==> config.mk <==
export PLATFORM = sky130hd
export DESIGN_NAME = counter
export DESIGN_NICKNAME = d
export VERILOG_FILES = /design/src/rtl/counter_pkg.sv /design/src/rtl/counter_tick.sv /design/src/rtl/counter.sv
export SDC_FILE = /design/constraint.sdc
export NUM_CORES = 1
export LEC_CHECK = 0
export BUFFER_PORTS_ARGS = -buffer_cell sky130_fd_sc_hd__buf_4
export CAP_MARGIN = 20
export CORE_UTILIZATION = 50
export CTS_CLUSTER_DIAMETER = 60
export DETAILED_ROUTE_END_ITERATION = 8
export PLACE_DENSITY_LB_ADDON = 0.25
export SLEW_MARGIN = 15
export SYNTH_ARGS = -nofsm -noshare
export SYNTH_HDL_FRONTEND = slang
export SYNTH_SLANG_ARGS = --single-unit
==> constraint.sdc <==
create_clock -name clk -period 1.6 [get_ports clk]
set_input_delay 0.32 -clock clk [delete_from_list [all_inputs] [get_ports clk]]
set_output_delay 0.32 -clock clk [all_outputs]
set_load 0.02 [all_outputs]
==> src/rtl/counter_pkg.sv <==
// Shared types and default configuration for the counter block.
// Optional feature macro used by the slice: COUNTER_SATURATE_EN.
package counter_pkg;

    typedef enum logic {
        DIR_DOWN = 1'b0,
        DIR_UP   = 1'b1
    } dir_e;

    localparam int CNT_WIDTH_DEF = 10;
    localparam int CNT_MAX_DEF   = 1023;
    localparam int CNT_DIV_DEF   = 1;
    localparam int CNT_STEP_DEF  = 1;

endpackage

==> src/rtl/counter_tick.sv <==
// Prescaler: emits one tick on every DIV-th enabled cycle.
// Its phase is held while en is low. With DIV=1 the phase counter
// never leaves zero, so tick follows en directly.
module counter_tick
    import counter_pkg::*;
#(
    parameter int DIV = CNT_DIV_DEF
) (
    input  logic clk,
    input  logic reset,
    input  logic en,
    output logic tick
);

    localparam int CW = (DIV > 1) ? $clog2(DIV) : 1;
    localparam logic [CW-1:0] LAST = CW'(DIV - 1);

    logic [CW-1:0] cnt;

    assign tick = en && (cnt == LAST);

    // Phase counter: advance on enabled cycles, restart after each tick.
    always_ff @(posedge clk or negedge reset) begin
        if (!reset) begin
            cnt <= '0;
        end else if (tick) begin
            cnt <= '0;
        end else if (en) begin
            cnt <= cnt + CW'(1);
        end
    end

endmodule

==> src/rtl/counter.sv <==
// Up/down modulo counter with a clock prescaler and a configurable step.
// Overflow wraps around MAX_COUNT by default; define COUNTER_SATURATE_EN
// at compile time to clamp at MAX_COUNT / 0 instead.
module counter
    import counter_pkg::*;
#(
    parameter int WIDTH     = CNT_WIDTH_DEF,
    parameter int MAX_COUNT = CNT_MAX_DEF,
    parameter int DIV       = CNT_DIV_DEF,
    parameter int STEP      = CNT_STEP_DEF
) (
    input  logic             clk,
    input  logic             reset,
    input  logic             onoff,
    input  logic             pm,
    output logic [WIDTH-1:0] q
);

    // One extra bit of headroom so q+STEP can never alias past MAX_COUNT.
    localparam logic [WIDTH:0] MAX_X  = (WIDTH+1)'(MAX_COUNT);
    localparam logic [WIDTH:0] STEP_X = (WIDTH+1)'(STEP);

    logic tick;
    dir_e dir;

    assign dir = dir_e'(pm);

    counter_tick #(
        .DIV (DIV)
    ) u_tick (
        .clk   (clk),
        .reset (reset),
        .en    (onoff),
        .tick  (tick)
    );

    function automatic logic [WIDTH-1:0] step_up(input logic [WIDTH-1:0] cur);
        logic [WIDTH:0] sum;
        logic [WIDTH:0] res;
        sum = {1'b0, cur} + STEP_X;
        if (sum <= MAX_X) begin
            res = sum;
        end else begin
`ifdef COUNTER_SATURATE_EN
            res = MAX_X;
`else
            res = sum - MAX_X - (WIDTH+1)'(1);
`endif
        end
        return res[WIDTH-1:0];
    endfunction

    function automatic logic [WIDTH-1:0] step_down(input logic [WIDTH-1:0] cur);
        logic [WIDTH:0] ext;
        logic [WIDTH:0] res;
        ext = {1'b0, cur};
        if (ext >= STEP_X) begin
            res = ext - STEP_X;
        end else begin
`ifdef COUNTER_SATURATE_EN
            res = '0;
`else
            res = ext + MAX_X + (WIDTH+1)'(1) - STEP_X;
`endif
        end
        return res[WIDTH-1:0];
    endfunction

    // Count register: move one step in the sampled direction on each tick.
    always_ff @(posedge clk or negedge reset) begin
        if (!reset) begin
            q <= '0;
        end else if (tick) begin
            q <= (dir == DIR_UP) ? step_up(q) : step_down(q);
        end
    end

endmodule

# Yosys cells after proc, flatten, opt, wreduce, memory -nomap -nowiden
# Index checks and enable logic that the tools add are counted.
# W data, S select, Z words.
dict set report word_totals {
  regBits 11
  output_inout_bits 10
}
dict set report op_classes {
  add_sub_neg 8
  n_lt_le_gt_ge 2
  n_reduce_logical 2
  bitwise_logic 1
  muxes 5
}
# op count
set ops {}
lappend ops {{$mux W10} 3}
lappend ops {{$sub A10 B1 Y10 const B} 3}
lappend ops {{$add A10 B1 Y11 const B} 1}
lappend ops {{$le A11 B10 Y1 const B} 1}
lappend ops {{$add A10 B1 Y10 const B} 1}
lappend ops {{$add A10 B10 Y10 const B} 1}
lappend ops {{$ge A10 B1 Y1 const B} 1}
lappend ops {{$sub A10 B10 Y10 const B} 1}
lappend ops {{$mux W1} 2}
lappend ops {{$reduce_bool A2 Y1} 1}
lappend ops {{$add A1 B1 Y1 const B} 1}
lappend ops {{$logic_and A1 B1 Y1} 1}
lappend ops {{$not A1 Y1} 1}

# Depth between registers and ports, before layout
# Gate-level depths: netlist of the first run.
dict set report depth {
  ltp_word 5
  mapped_depth 6
}

# Hierarchy
# A second synthesis of the first run with hierarchy kept.
dict set report unflattened {
  hier_cells 61
  hier_area_um2 613.1
}
# module area_each_um2 cells_per_inst n_inst seq_area_each_um2
set by_module_without_submodules {}
lappend by_module_without_submodules {counter 573.0 58 1 250.2}
lappend by_module_without_submodules {counter_tick 40.0 3 1 25.0}

# Worst setup path before layout of the first run
# OpenSTA, ideal clock, no wires.
dict set report synth_path {
  kind {reg-to-reg}
  from {register q[5]}
  to {register q[9]}
  path_buffers 1
  stages_incl_launch_ff 6
  setup_time_ns 0.128
  setup_slack_ns 0.030
  arrival_time_ns 1.441
  synth_period_minus_slack_ns 1.570
  cell_sequence {dfrtp_1 -> buf_6 -> or4_4 -> nor2_2 -> o221ai_2 -> xnor2_1}
}
dict set report synth_between {
  elab_chain_len 5
  word_cells_on_any_way 12
}
# item line
set synth_lines {}
lappend synth_lines {{start: declaration} counter.sv:16} ;# output logic [WIDTH-1:0] q
lappend synth_lines {{start signal: assignment} counter.sv:74} ;# q <= (dir == DIR_UP) ? step_up(q) : step_down(q);
lappend synth_lines {{$add A10 B10 Y10 / $add A10 B1 Y11 (equally long branches)} {counter.sv:63, counter.sv:40}}
lappend synth_lines {{$add A10 B1 Y10 / $sub A10 B10 Y10 (equally long branches)} {counter.sv:63, counter.sv:47}}
lappend synth_lines {{$sub A10 B1 Y10 (on tied branches)} {counter.sv:63, counter.sv:47}}
lappend synth_lines {{$mux W10 (on tied branches)} {counter.sv:57, counter.sv:41}}
lappend synth_lines {{$mux W10 (*)} counter.sv:74}
# Every way passes the cells marked *; elsewhere a longest branch is shown, timed or not.
# A chain may end at the register's enable or synchronous reset.

# Final worst setup path of the first run
dict set report layout_path {
  from {register q[0]}
  to {register q[7]}
}
# The elaborated chain is that of the path after synthesis.

==> insert_results.sql, run 1 <==
INSERT INTO impl_metrics (metric_group, metric, value, unit) VALUES
('clock_network', 'clk_pin_slew_worst_paths', '0.08', 'ns'),
('placed_design', 'cell_area_after_placement', '800.8', 'sq um'),
('sta', 'max_slew_margin', '74.52', '%'),
('layout', 'layout-drive-gt1-share', '35.96', '%'),
('pwr', 'cellPowerDensity', '1967', 'mW/mm^2'),
('route', 'wirelength', '1.352', 'mm'),
('die', 'starting_density', '56.84', '%'),
('global_route', 'grt_pass1_wl', '2.283', 'mm'),
('worst_setup_path', 'worst-endpoint-arrival', '1.69', 'ns'),
('route', 'remaining_drcs', '0', ''),
('outcome', 'status', 'completed', ''),
('clock_network', 'clockRootBuffer', 'sky130_fd_sc_hd__clkbuf_4', ''),
('global_route', 'grt_usage', '23.35', '%'),
('route', 'route.vias.total', '587', ''),
('sta', 'post-route-period-util', '95.41', '%'),
('worst_setup_path', 'cp_max_fo', '5', ''),
('die', 'area_of_the_core_region', '0.001171', 'sq mm'),
('route', 'routedWlPerCell', '13.13', 'um'),
('worst_hold_path', 'timing.hold.worst.class', 'in2reg', ''),
('placed_design', 'place_congestion', '0.8802', ''),
('route', 'drt_first_pass_iters', '4', ''),
('route', 'antenna_violating_nets_post_route', '0', ''),
('sta', 'fin_worst_hold_slack', '0.1948', 'ns'),
('global_route', 'first_global_vias', '561', ''),
('placed_design', 'hpwlAfterDp', '971.3', 'um'),
('die', 'die_h', '38.49', 'um'),
('sta', 'hold_violations', '0', ''),
('global_route', 'grt_antenna_before_repair', '0', ''),
('worst_setup_path', 'timing.critical_path.required', '1.77', 'ns'),
('worst_setup_path', 'setup.worst_path.class', 'reg2reg', ''),
('logic_synthesis', 'synth.avg_cell_area', '9.935', 'sq um'),
('die', 'rows', '12', ''),
('pwr', 'leakage', '0.3716', 'nW'),
('worst_setup_path', 'critPathCaptureType', 'flip-flop', ''),
('placed_design', 'port_buffers', '13', ''),
('logic_synthesis', 'postSynthCellCount', '67', ''),
('logic_synthesis', 'postSynthRegisterBits', '11', ''),
('clock_network', 'clock_tree.htree_level_count', '1', ''),
('logic_synthesis', 'syn_nets', '73', ''),
('route', 'first_iter_violations', '40', ''),
('layout', 'antennaDiodeCount', '0', ''),
('sta', 'timing_max_transition_violations_final', '0', ''),
('logic_synthesis', 'post_synth_num_cell_types', '24', ''),
('clock_network', 'clock_insertion_delay_worst_skew', '0.28', 'ns'),
('clock_network', 'tritoncts_sink_count', '11', ''),
('layout', 'nets', '96', ''),
('logic_synthesis', 'post_synth_instance_area', '665.6', 'sq um'),
('global_route', 'pin_count_of_the_biggest_net_entering_global_routing', '12', ''),
('worst_setup_path', 'worstSetupStartpointType', 'flip-flop', ''),
('die', 'overall_die_area', '0.001481', 'sq mm'),
('sta', 'max_clock_freq', '655.0', 'MHz'),
('sta', 'finalWorstPathRequiredPeriod', '1.527', 'ns'),
('logic_synthesis', 'synth-seq-area-share', '41.35', '%'),
('pwr', 'max-vdd-ir-drop', '1.124', 'mV'),
('layout', 'final_design_area_no_fill', '852.1', 'sq um'),
('sta', 'transition_time_at_the_pin_with_the_least_slew_margin', '0.3822', 'ns'),
('route', 'avgViaCountPerCell', '5.699', ''),
('clock_network', 'number_of_buffers_added_by_the_clock_tree_synthesis_step', '3', ''),
('sta', 'final-setup-viol-count', '0', ''),
('job', 'maxCapViolCount', '0', ''),
('sta', 'worst_clock_skew', '0.001827', 'ns'),
('die', 'dieWidth', '38.49', 'um'),
('clock_network', 'tritoncts_clock_tree', 'yes', ''),
('global_route', 'grt-ovfl-total', '0', ''),
('logic_synthesis', 'synth.yosys.warnings', '0', ''),
('layout', 'flow.area_growth_from_synthesis', '28.01', '%'),
('die', 'ios', '14', ''),
('clock_network', 'cts_buffer_depth', '2', '');
-- path summary, 6_finish.rpt --
| check | startpoint | end | slack [ns] | depth (start not counted) |
|---|---|---|---|---|
| worst max-delay path | q[0] | q[7] | 0.07 | 4 |
| worst min-delay path | onoff | u_tick.cnt | 0.19 | 2 |
| worst max register to register | q[0] | q[7] | 0.07 | 4 |
| worst min register to register | q[9] | q[9] | 0.48 | 1 |
| max in group asynchronous | reset | q[9] | 1.04 | 2 |
| min in group asynchronous | reset | q[4] | 0.41 | 2 |
-- sequential cells by signal, indices dropped and copies added (netlist names) --
name and cells:
q 10, u_tick.cnt 1
-- cells in the mapped netlist (all sizes together) --
cell	number	share of area (%)
inv	2	1.1
nor2	6	4.1
ha	2	3.8
o31ai	2	2.3
dfrtp	11	41
o221ai	1	2.3
mux2i	1	1.5
o21ai	4	3.0
nor4b	1	2.3
or4	1	1.7
nor2b	1	0.94
xnor2	10	13
nand3	6	4.5
nand4	1	0.94
nor3	2	1.5
nand2b	1	0.94
and2b	1	1.1
o41ai	1	1.3
nand2	7	3.9
buf	4	4.9
or3	2	3.4
-- power breakdown --
group | internal (mW) | switching, mW | leakage (nW)
Combinational | 0.461 | 0.510 | 0.220
Sequential | 0.399 | 0.104 | 0.136
Clock | 0.0968 | 0.105 | 0.0150
Total | 0.957 | 0.719 | 0.372
-- cells by family (layout without fill, tap and decap cells) --
family	Yosys count	count (layout)	share of synthesized area [%]
AND/OR/NAND/NOR	29	29	25.38
XOR/XNOR	10	10	13.16
flip-flops	11	11	41.35
AO/OA/AOI/OAI	8	8	8.832
buffers and inverters	6	28	6.015
adder cells (fa/ha/maj)	2	2	3.759
multiplexers	1	1	1.504
-- stage by stage --
step,std cells,setup slack [ns],setup TNS (ns),util [%],power (mW)
2_1_floorplan,67,0.03016,0,-,1.118
3_3_place_gp,97,0.09414,0,68.38,1.419
3_5_place_dp,97,0.04133,0,68.38,1.448
4_1_cts,102,0.02888,0,71.47,1.653
5_1_grt,103,-0.001020,-0.001020,72.76,1.787
6_report,103,0.07337,0,72.76,1.676
-- critical path, stage by stage, from the launching register on --
cell	delay, ns
sky130_fd_sc_hd__dfrtp_1	0.42
sky130_fd_sc_hd__or3_4	0.42
sky130_fd_sc_hd__o41ai_2	0.27
sky130_fd_sc_hd__nand3_1	0.14
sky130_fd_sc_hd__xnor2_1	0.15
-- routing by layer --
| metal | wire length, um | up-vias | track usage [%] |
|---|---|---|---|
| met2 | 609 | 29 | 35.42 |
| met3 | 105 | 5 | 6.977 |
| met4 | 31 | 0 | 15.52 |
| met1 | 606 | 278 | 28.15 |
| met5 | 0 | - | 0 |
| li1 | - | 275 | - |
-- timing repair --
action,4_1_cts,5_1_grt
hold buffers,1,0
endpoints found under the hold margin,11,0
resized for setup,0,1
setup buffers,0,1
setup endpoints to repair,0,1
-- final cells by class --
cell class	count	area (sq um)
fillers	91	319.1
inverters	2	7.507
well taps	14	17.52
flip-flops and latches	11	275.3
clock buffers	4	26.28
repair buffers	22	167.7
multi-input cells	50	357.8
-- layout by cell type, fill, tap and decap left out --
cell / count
sky130_fd_sc_hd__and2b_1: 1
sky130_fd_sc_hd__clkbuf_4: 3
sky130_fd_sc_hd__o31ai_1: 2
sky130_fd_sc_hd__o221ai_2: 1
sky130_fd_sc_hd__ha_1: 2
sky130_fd_sc_hd__o41ai_2: 1
sky130_fd_sc_hd__o21ai_1: 3
sky130_fd_sc_hd__buf_4: 21
sky130_fd_sc_hd__clkbuf_1: 1
sky130_fd_sc_hd__or4_4: 1
sky130_fd_sc_hd__nand3_1: 6
sky130_fd_sc_hd__nor2b_1: 1
sky130_fd_sc_hd__o21ai_0: 1
sky130_fd_sc_hd__nor2_1: 4
sky130_fd_sc_hd__mux2i_1: 1
sky130_fd_sc_hd__nor3_1: 2
sky130_fd_sc_hd__nor4b_2: 1
sky130_fd_sc_hd__nand2_1: 7
sky130_fd_sc_hd__dfrtp_1: 11
sky130_fd_sc_hd__xnor2_1: 10
sky130_fd_sc_hd__nand2b_1: 1
sky130_fd_sc_hd__dlygate4sd3_1: 1
sky130_fd_sc_hd__nand4_1: 1
sky130_fd_sc_hd__inv_1: 2
sky130_fd_sc_hd__or3_4: 2
sky130_fd_sc_hd__nor2_2: 2
No activity file was read; power rests on OpenSTA's default activity.
==> inputs of run 2 (changes only) <==
Settings changed: ABC_AREA set to 1.
==> insert_results.sql, run 2 <==
INSERT INTO impl_metrics (metric_group, metric, value, unit) VALUES
('outcome', 'status', 'completed', ''),
('sta', 'max_slew_margin', '77.84', '%'),
('clock_network', 'cts_buffer_depth', '2', ''),
('logic_synthesis', 'postSynthRegisterBits', '11', ''),
('placed_design', 'place_congestion', '0.8607', ''),
('clock_network', 'clk_pin_slew_worst_paths', '0.07', 'ns'),
('logic_synthesis', 'postSynth.topFlopCell', 'sky130_fd_sc_hd__dfrtp_1', ''),
('sta', 'finalWorstPathRequiredPeriod', '1.420', 'ns'),
('worst_setup_path', 'setup.worst_path.class', 'reg2reg', ''),
('die', 'ios', '14', ''),
('sta', 'final-setup-viol-count', '0', ''),
('die', 'starting_density', '55.61', '%'),
('worst_setup_path', 'worstReg2RegEnd', 'q[6]', ''),
('logic_synthesis', 'yosys.area_share.adder', '3.333', '%'),
('layout', 'layout_common_cells', 'sky130_fd_sc_hd__nand2_1, sky130_fd_sc_hd__inv_1, sky130_fd_sc_hd__buf_4', ''),
('placed_design', 'hpwlAfterDp', '1.114', 'mm'),
('global_route', 'grt_antenna_before_repair', '0', ''),
('route', 'wirelength', '1.433', 'mm'),
('die', 'rows', '13', ''),
('logic_synthesis', 'synthMuxAreaShare', '0', '%'),
('route', 'remaining_drcs', '0', ''),
('route', 'avgViaCountPerCell', '5.022', ''),
('layout', 'final_design_area_no_fill', '892.1', 'sq um'),
('worst_setup_path', 'setup.worst_path.end', 'q[6]', ''),
('logic_synthesis', 'combinational_family_with_the_most_area_after_synthesis', 'simple AND/OR/NAND/NOR gates', ''),
('logic_synthesis', 'post_synth_num_cell_types', '20', ''),
('sta', 'hold_violations', '0', ''),
('sta', 'max_clock_freq', '704.4', 'MHz'),
('placed_design', 'pre_cts_slack', '0.1438', 'ns'),
('layout', 'largest_register_ff_count', '10', ''),
('placed_design', 'port_buffers', '13', ''),
('sta', 'grt_setup_unrepaired', 'false', ''),
('job', 'maxCapViolCount', '0', ''),
('worst_setup_path', 'worstSetupStartpointType', 'flip-flop', ''),
('layout', 'filler_cell_count', '131', ''),
('die', 'overall_die_area', '0.001661', 'sq mm'),
('pwr', 'cellPowerDensity', '1806', 'mW/mm^2'),
('die', 'die_h', '40.75', 'um'),
('sta', 'worst_clock_skew', '0.002169', 'ns'),
('clock_network', 'number_of_buffers_added_by_the_clock_tree_synthesis_step', '3', ''),
('pwr', 'max-vdd-ir-drop', '0.9540', 'mV'),
('die', 'area_of_the_core_region', '0.001350', 'sq mm'),
('sta', 'post-route-period-util', '88.73', '%'),
('logic_synthesis', 'postSynthCellCount', '106', ''),
('global_route', 'first_global_vias', '533', ''),
('layout', 'multi_input_gate_area_in_the_final_layout', '385.4', 'sq um'),
('global_route', 'grt_pass1_wl', '2.235', 'mm'),
('logic_synthesis', 'synth-edff-count', '0', ''),
('placed_design', 'cell_area_after_placement', '855.8', 'sq um'),
('sta', 'setup_slack', '0.1804', 'ns'),
('clock_network', 'clock_insertion_delay_worst_skew', '0.27', 'ns'),
('layout', 'layout-drive-gt1-share', '20.33', '%'),
('worst_setup_path', 'worst-endpoint-arrival', '1.59', 'ns'),
('worst_setup_path', 'timing.critical_path.required', '1.77', 'ns'),
('worst_setup_path', 'worst-r2r-cell-count', '9', ''),
('clock_network', 'tritoncts_sink_count', '11', ''),
('worst_hold_path', 'timing.hold.worst.class', 'in2reg', ''),
('logic_synthesis', 'synth_top_cell_by_area', 'sky130_fd_sc_hd__dfrtp_1', ''),
('pwr', 'leakage', '0.4830', 'nW'),
('logic_synthesis', 'synth_common_cells', 'sky130_fd_sc_hd__nand2_1, sky130_fd_sc_hd__inv_1, sky130_fd_sc_hd__dfrtp_1, sky130_fd_sc_hd__nor2_1, sky130_fd_sc_hd__nand3_1', ''),
('sta', 'fin_tns_setup', '0', 'ns'),
('clock_network', 'tritoncts_clock_tree', 'yes', ''),
('route', 'route.vias.total', '693', ''),
('logic_synthesis', 'post_synth_main_area_contributors', 'sky130_fd_sc_hd__dfrtp_1, sky130_fd_sc_hd__nand2_1, sky130_fd_sc_hd__inv_1', ''),
('clock_network', 'postCtsSetupBuffers', '0', ''),
('route', 'antenna_violating_nets_post_route', '0', ''),
('worst_setup_path', 'crit_start', 'q[0]', ''),
('worst_setup_path', 'rr_startpoint', 'q[0]', ''),
('route', 'routedWlPerCell', '10.38', 'um'),
('layout', 'final-seq-area', '275.3', 'sq um'),
('logic_synthesis', 'synth_largest_type_area_fraction', '36.67', '%'),
('logic_synthesis', 'yosys.area_share.xor_xnor', '5.833', '%'),
('logic_synthesis', 'synth.avg_cell_area', '7.082', 'sq um'),
('sta', 'timing_max_transition_violations_final', '0', ''),
('clock_network', 'clockRootBuffer', 'sky130_fd_sc_hd__clkbuf_4', ''),
('route', 'drt_first_pass_iters', '4', ''),
('logic_synthesis', 'synth.yosys.warnings', '0', ''),
('logic_synthesis', 'post_synth_and_or_nand_nor_area_fraction', '35.50', '%'),
('worst_setup_path', 'critPathCaptureType', 'flip-flop', ''),
('sta', 'transition_time_at_the_pin_with_the_least_slew_margin', '0.3290', 'ns'),
('logic_synthesis', 'syn_nets', '112', ''),
('global_route', 'pin_count_of_the_biggest_net_entering_global_routing', '12', ''),
('logic_synthesis', 'synth_async_sr_flop_share', '100.0', '%'),
('global_route', 'grt-ovfl-total', '0', ''),
('route', 'first_iter_violations', '3', ''),
('logic_synthesis', 'synth_compound_gate_area_share', '6.667', '%'),
('clock_network', 'clock_tree.htree_level_count', '1', ''),
('worst_setup_path', 'rrSetupSlack', '0.18', 'ns'),
('global_route', 'grt_usage', '20.89', '%'),
('logic_synthesis', 'synth_most_common_cell', 'sky130_fd_sc_hd__nand2_1', ''),
('logic_synthesis', 'synth-seq-area-share', '36.67', '%'),
('die', 'dieWidth', '40.75', 'um'),
('layout', 'reg.largest.list', 'q (10), u_tick.cnt (1)', ''),
('layout', 'nets', '130', ''),
('layout', 'final_common_cell', 'sky130_fd_sc_hd__nand2_1', ''),
('worst_setup_path', 'cp_max_fo', '5', ''),
('layout', 'regMostFlops', 'q', ''),
('logic_synthesis', 'post_synth_instance_area', '750.7', 'sq um'),
('layout', 'antennaDiodeCount', '0', ''),
('layout', 'flow.area_growth_from_synthesis', '18.83', '%');
## run 2: cell families after synthesis
group	Yosys count
flip-flops	11
buffers and inverters	22
AND/OR/NAND/NOR	59
XOR/XNOR	5
adder cells (fa/ha/maj)	2
AO/OA/AOI/OAI	7
## run 2: how the worst min path moves through the flow
stage                       endpoint   from  cells past startpoint  slack (ns)
after global placement          q[2]  reset                      1        0.16
after detailed placement        q[2]  reset                      1        0.16
after global routing      u_tick.cnt  onoff                      2        0.20
after CTS                 u_tick.cnt  onoff                      2        0.20
after floorplan                 q[0]  reset                      0        0.02
final                     u_tick.cnt  onoff                      2        0.20
## run 2: routing by layer
metal  vias up  part of all wire (%)  global-route usage, %
li1        363                     -                      -
met1       317                    50                  28.24
met2        11                    46                  32.14
met3         2                   2.7                  4.891
met4         0                   1.3                  7.500
met5         -                     0                      0
## run 2: worst max-delay path: stages, from the launching register on
cell	delay, ns
sky130_fd_sc_hd__dfrtp_1	0.42
sky130_fd_sc_hd__inv_2	0.12
sky130_fd_sc_hd__ha_1	0.17
sky130_fd_sc_hd__inv_1	0.04
sky130_fd_sc_hd__nor2_1	0.14
sky130_fd_sc_hd__nand3_1	0.10
sky130_fd_sc_hd__nand2_1	0.08
sky130_fd_sc_hd__nand2_1	0.06
sky130_fd_sc_hd__xor2_1	0.13
sky130_fd_sc_hd__inv_1	0.05
## run 2: repair_timing
action | 4_1_cts | 5_1_grt
endpoints found under the setup margin | 0 | 3
resized for setup | 0 | 1
hold buffers | 1 | 0
endpoints found under the hold margin | 11 | 0
## run 2: layout make-up
class | instances | area share [%]
Multi-Input combinational cell | 73 | 43.20
Sequential cell | 11 | 30.86
Timing Repair Buffer | 14 | 12.06
Inverter | 21 | 8.836
Clock buffer | 4 | 2.945
Tap cell | 15 | 2.104
## run 2: power by group
group	leakage (nW)	internal (mW)	total (mW)	switching [mW]
clock	0.0150	0.0966	0.194	0.0971
sequential	0.132	0.398	0.580	0.182
combinational	0.336	0.338	0.838	0.500
total	0.483	0.833	1.61	0.779
## run 2: through the flow
| step | total power [mW] | util, % | hold WS, ns | instances |
|---|---|---|---|---|
| global placement | 1.399 | 63.39 | 0.1629 | 133 |
| finish | 1.611 | 66.08 | 0.2044 | 138 |
| detailed placement | 1.421 | 63.39 | 0.1641 | 133 |
| floorplan | 1.119 | - | 0.02441 | 106 |
| global route | 1.751 | 66.08 | 0.2025 | 138 |
| CTS | 1.620 | 66.08 | 0.1996 | 138 |
==> inputs of run 3 (changes only) <==
Settings changed: PLACE_DENSITY set to 0.72, PLACE_DENSITY_LB_ADDON 0.25 to not set.
==> insert_results.sql, run 3 (same netlist as run 2, synthesis figures left out) <==
INSERT INTO impl_metrics (metric_group, metric, value, unit) VALUES
('pwr', 'cellPowerDensity', '1812', 'mW/mm^2'),
('clock_network', 'tritoncts_sink_count', '11', ''),
('worst_setup_path', 'cp_max_fo', '5', ''),
('placed_design', 'port_buffers', '13', ''),
('layout', 'layout-drive-gt1-share', '21.14', '%'),
('placed_design', 'pre_cts_slack', '0.08524', 'ns'),
('layout', 'final_design_area_no_fill', '894.6', 'sq um'),
('worst_hold_path', 'holdPathStages', '2', ''),
('sta', 'max_slew_margin', '79.65', '%'),
('global_route', 'grt-ovfl-total', '0', ''),
('route', 'drt_first_pass_iters', '4', ''),
('sta', 'post-route-period-util', '89.16', '%'),
('worst_setup_path', 'timing.critical_path.required', '1.75', 'ns'),
('layout', 'reg.largest.list', 'q (10), u_tick.cnt (1)', ''),
('sta', 'grt_setup_unrepaired', 'false', ''),
('pwr', 'leakage', '0.4829', 'nW'),
('route', 'routedWlPerCell', '11.01', 'um'),
('layout', 'final-seq-area', '275.3', 'sq um'),
('global_route', 'grt_usage', '21.11', '%'),
('clock_network', 'postCtsSetupBuffers', '0', ''),
('die', 'ios', '14', ''),
('layout', 'regMostFlops', 'q', ''),
('route', 'remaining_drcs', '0', ''),
('clock_network', 'tritoncts_clock_tree', 'yes', ''),
('route', 'wirelength', '1.520', 'mm'),
('layout', 'flow.area_growth_from_synthesis', '19.17', '%'),
('route', 'avgViaCountPerCell', '4.920', ''),
('die', 'starting_density', '55.61', '%'),
('clock_network', 'clock_tree.htree_level_count', '1', ''),
('global_route', 'grt_antenna_before_repair', '0', ''),
('sta', 'timing_max_transition_violations_final', '0', ''),
('route', 'route.vias.total', '679', ''),
('die', 'area_of_the_core_region', '0.001350', 'sq mm'),
('sta', 'setup_slack', '0.1734', 'ns'),
('clock_network', 'number_of_buffers_added_by_the_clock_tree_synthesis_step', '3', ''),
('placed_design', 'place_congestion', '0.8671', ''),
('sta', 'fin_tns_setup', '0', 'ns'),
('clock_network', 'clk_pin_slew_worst_paths', '0.07', 'ns'),
('global_route', 'pin_count_of_the_biggest_net_entering_global_routing', '12', ''),
('layout', 'filler_cell_count', '135', ''),
('worst_setup_path', 'critPathCaptureType', 'flip-flop', ''),
('die', 'rows', '13', ''),
('sta', 'hold_violations', '0', ''),
('sta', 'worst_clock_skew', '0.005343', 'ns'),
('worst_setup_path', 'setup.worst_path.class', 'reg2reg', ''),
('worst_setup_path', 'worst-endpoint-arrival', '1.58', 'ns'),
('layout', 'final_common_cell', 'sky130_fd_sc_hd__nand2_1', ''),
('sta', 'final-setup-viol-count', '0', ''),
('worst_setup_path', 'worstSetupStartpointType', 'flip-flop', ''),
('job', 'maxCapViolCount', '0', ''),
('die', 'overall_die_area', '0.001661', 'sq mm'),
('layout', 'layout_common_cells', 'sky130_fd_sc_hd__nand2_1, sky130_fd_sc_hd__inv_1, sky130_fd_sc_hd__buf_4', ''),
('worst_setup_path', 'worst-r2r-cell-count', '9', ''),
('placed_design', 'hpwlAfterDp', '1.168', 'mm'),
('sta', 'max_clock_freq', '701.0', 'MHz'),
('global_route', 'first_global_vias', '559', ''),
('layout', 'fin_util', '66.27', '%'),
('die', 'dieWidth', '40.75', 'um'),
('die', 'die_h', '40.75', 'um'),
('route', 'first_iter_violations', '15', ''),
('layout', 'layoutNonFillerInstCount', '138', ''),
('layout', 'antennaDiodeCount', '0', ''),
('outcome', 'status', 'completed', ''),
('clock_network', 'clockRootBuffer', 'sky130_fd_sc_hd__clkbuf_4', ''),
('global_route', 'grt_pass1_wl', '2.297', 'mm'),
('layout', 'nets', '130', ''),
('sta', 'transition_time_at_the_pin_with_the_least_slew_margin', '0.3052', 'ns'),
('sta', 'finalWorstPathRequiredPeriod', '1.427', 'ns'),
('clock_network', 'cts_buffer_depth', '2', ''),
('worst_hold_path', 'timing.hold.worst.class', 'in2reg', ''),
('route', 'antenna_violating_nets_post_route', '0', ''),
('pwr', 'max-vdd-ir-drop', '0.8105', 'mV'),
('worst_setup_path', 'rrSetupSlack', '0.17', 'ns'),
('placed_design', 'placed_cells_incl_taps', '133', ''),
('placed_design', 'cell_area_after_placement', '855.8', 'sq um'),
('clock_network', 'clock_insertion_delay_worst_skew', '0.26', 'ns'),
('layout', 'multi_input_gate_area_in_the_final_layout', '387.9', 'sq um'),
('layout', 'largest_register_ff_count', '10', '');
run 3: final timing paths:
check                      start    endpoint
hold / removal             onoff  u_tick.cnt
min in group asynchronous  reset        q[2]
hold reg to reg             q[9]        q[9]
setup reg to reg            q[0]        q[6]
setup / recovery            q[0]        q[6]
max in group asynchronous  reset        q[8]
run 3: what timing repair did:
action | CTS | global route
setup endpoints to repair | 0 | 3
gates resized for setup | 0 | 2
hold endpoints to repair | 11 | 0
hold buffers | 1 | 0
run 3: power by group:
| part | internal [mW] | leakage, nW | switching, mW |
|---|---|---|---|
| combinational | 0.341 | 0.336 | 0.508 |
| clock | 0.0963 | 0.0150 | 0.0923 |
| sequential | 0.397 | 0.132 | 0.186 |
run 3: final cells by class:
class	count	area share (%)
multi-input cells	73	43.36
flip-flops and latches	11	30.77
repair buffers	14	12.03
inverters	21	8.811
clock buffers	4	2.937
well taps	15	2.098
run 3: per-layer routing:
layer  up-vias  track usage [%]  routed length (um)
met4         0            10.00                  12
met3         2            3.261                  51
met2        15            34.52                 714
li1        361                -                   -
met5         -                0                   0
met1       301            26.91                 741
run 3: through the flow:
stage / hold WS (ns) / total power, mW
5_1_grt: 0.2112 / 1.753
2_1_floorplan: 0.02441 / 1.119
6_report: 0.2092 / 1.621
4_1_cts: 0.2044 / 1.623
3_3_place_gp: 0.1636 / 1.401
3_5_place_dp: 0.1649 / 1.424
run 3: worst max-delay path: stages (launching register included):
cell and delay, ns:
sky130_fd_sc_hd__dfrtp_1 0.42, sky130_fd_sc_hd__inv_2 0.12, sky130_fd_sc_hd__ha_1 0.17, sky130_fd_sc_hd__inv_1 0.05, sky130_fd_sc_hd__nor2_2 0.13, sky130_fd_sc_hd__nand3_1 0.08, sky130_fd_sc_hd__nand2_1 0.08, sky130_fd_sc_hd__nand2_1 0.06
sky130_fd_sc_hd__xor2_1 0.14, sky130_fd_sc_hd__inv_1 0.05
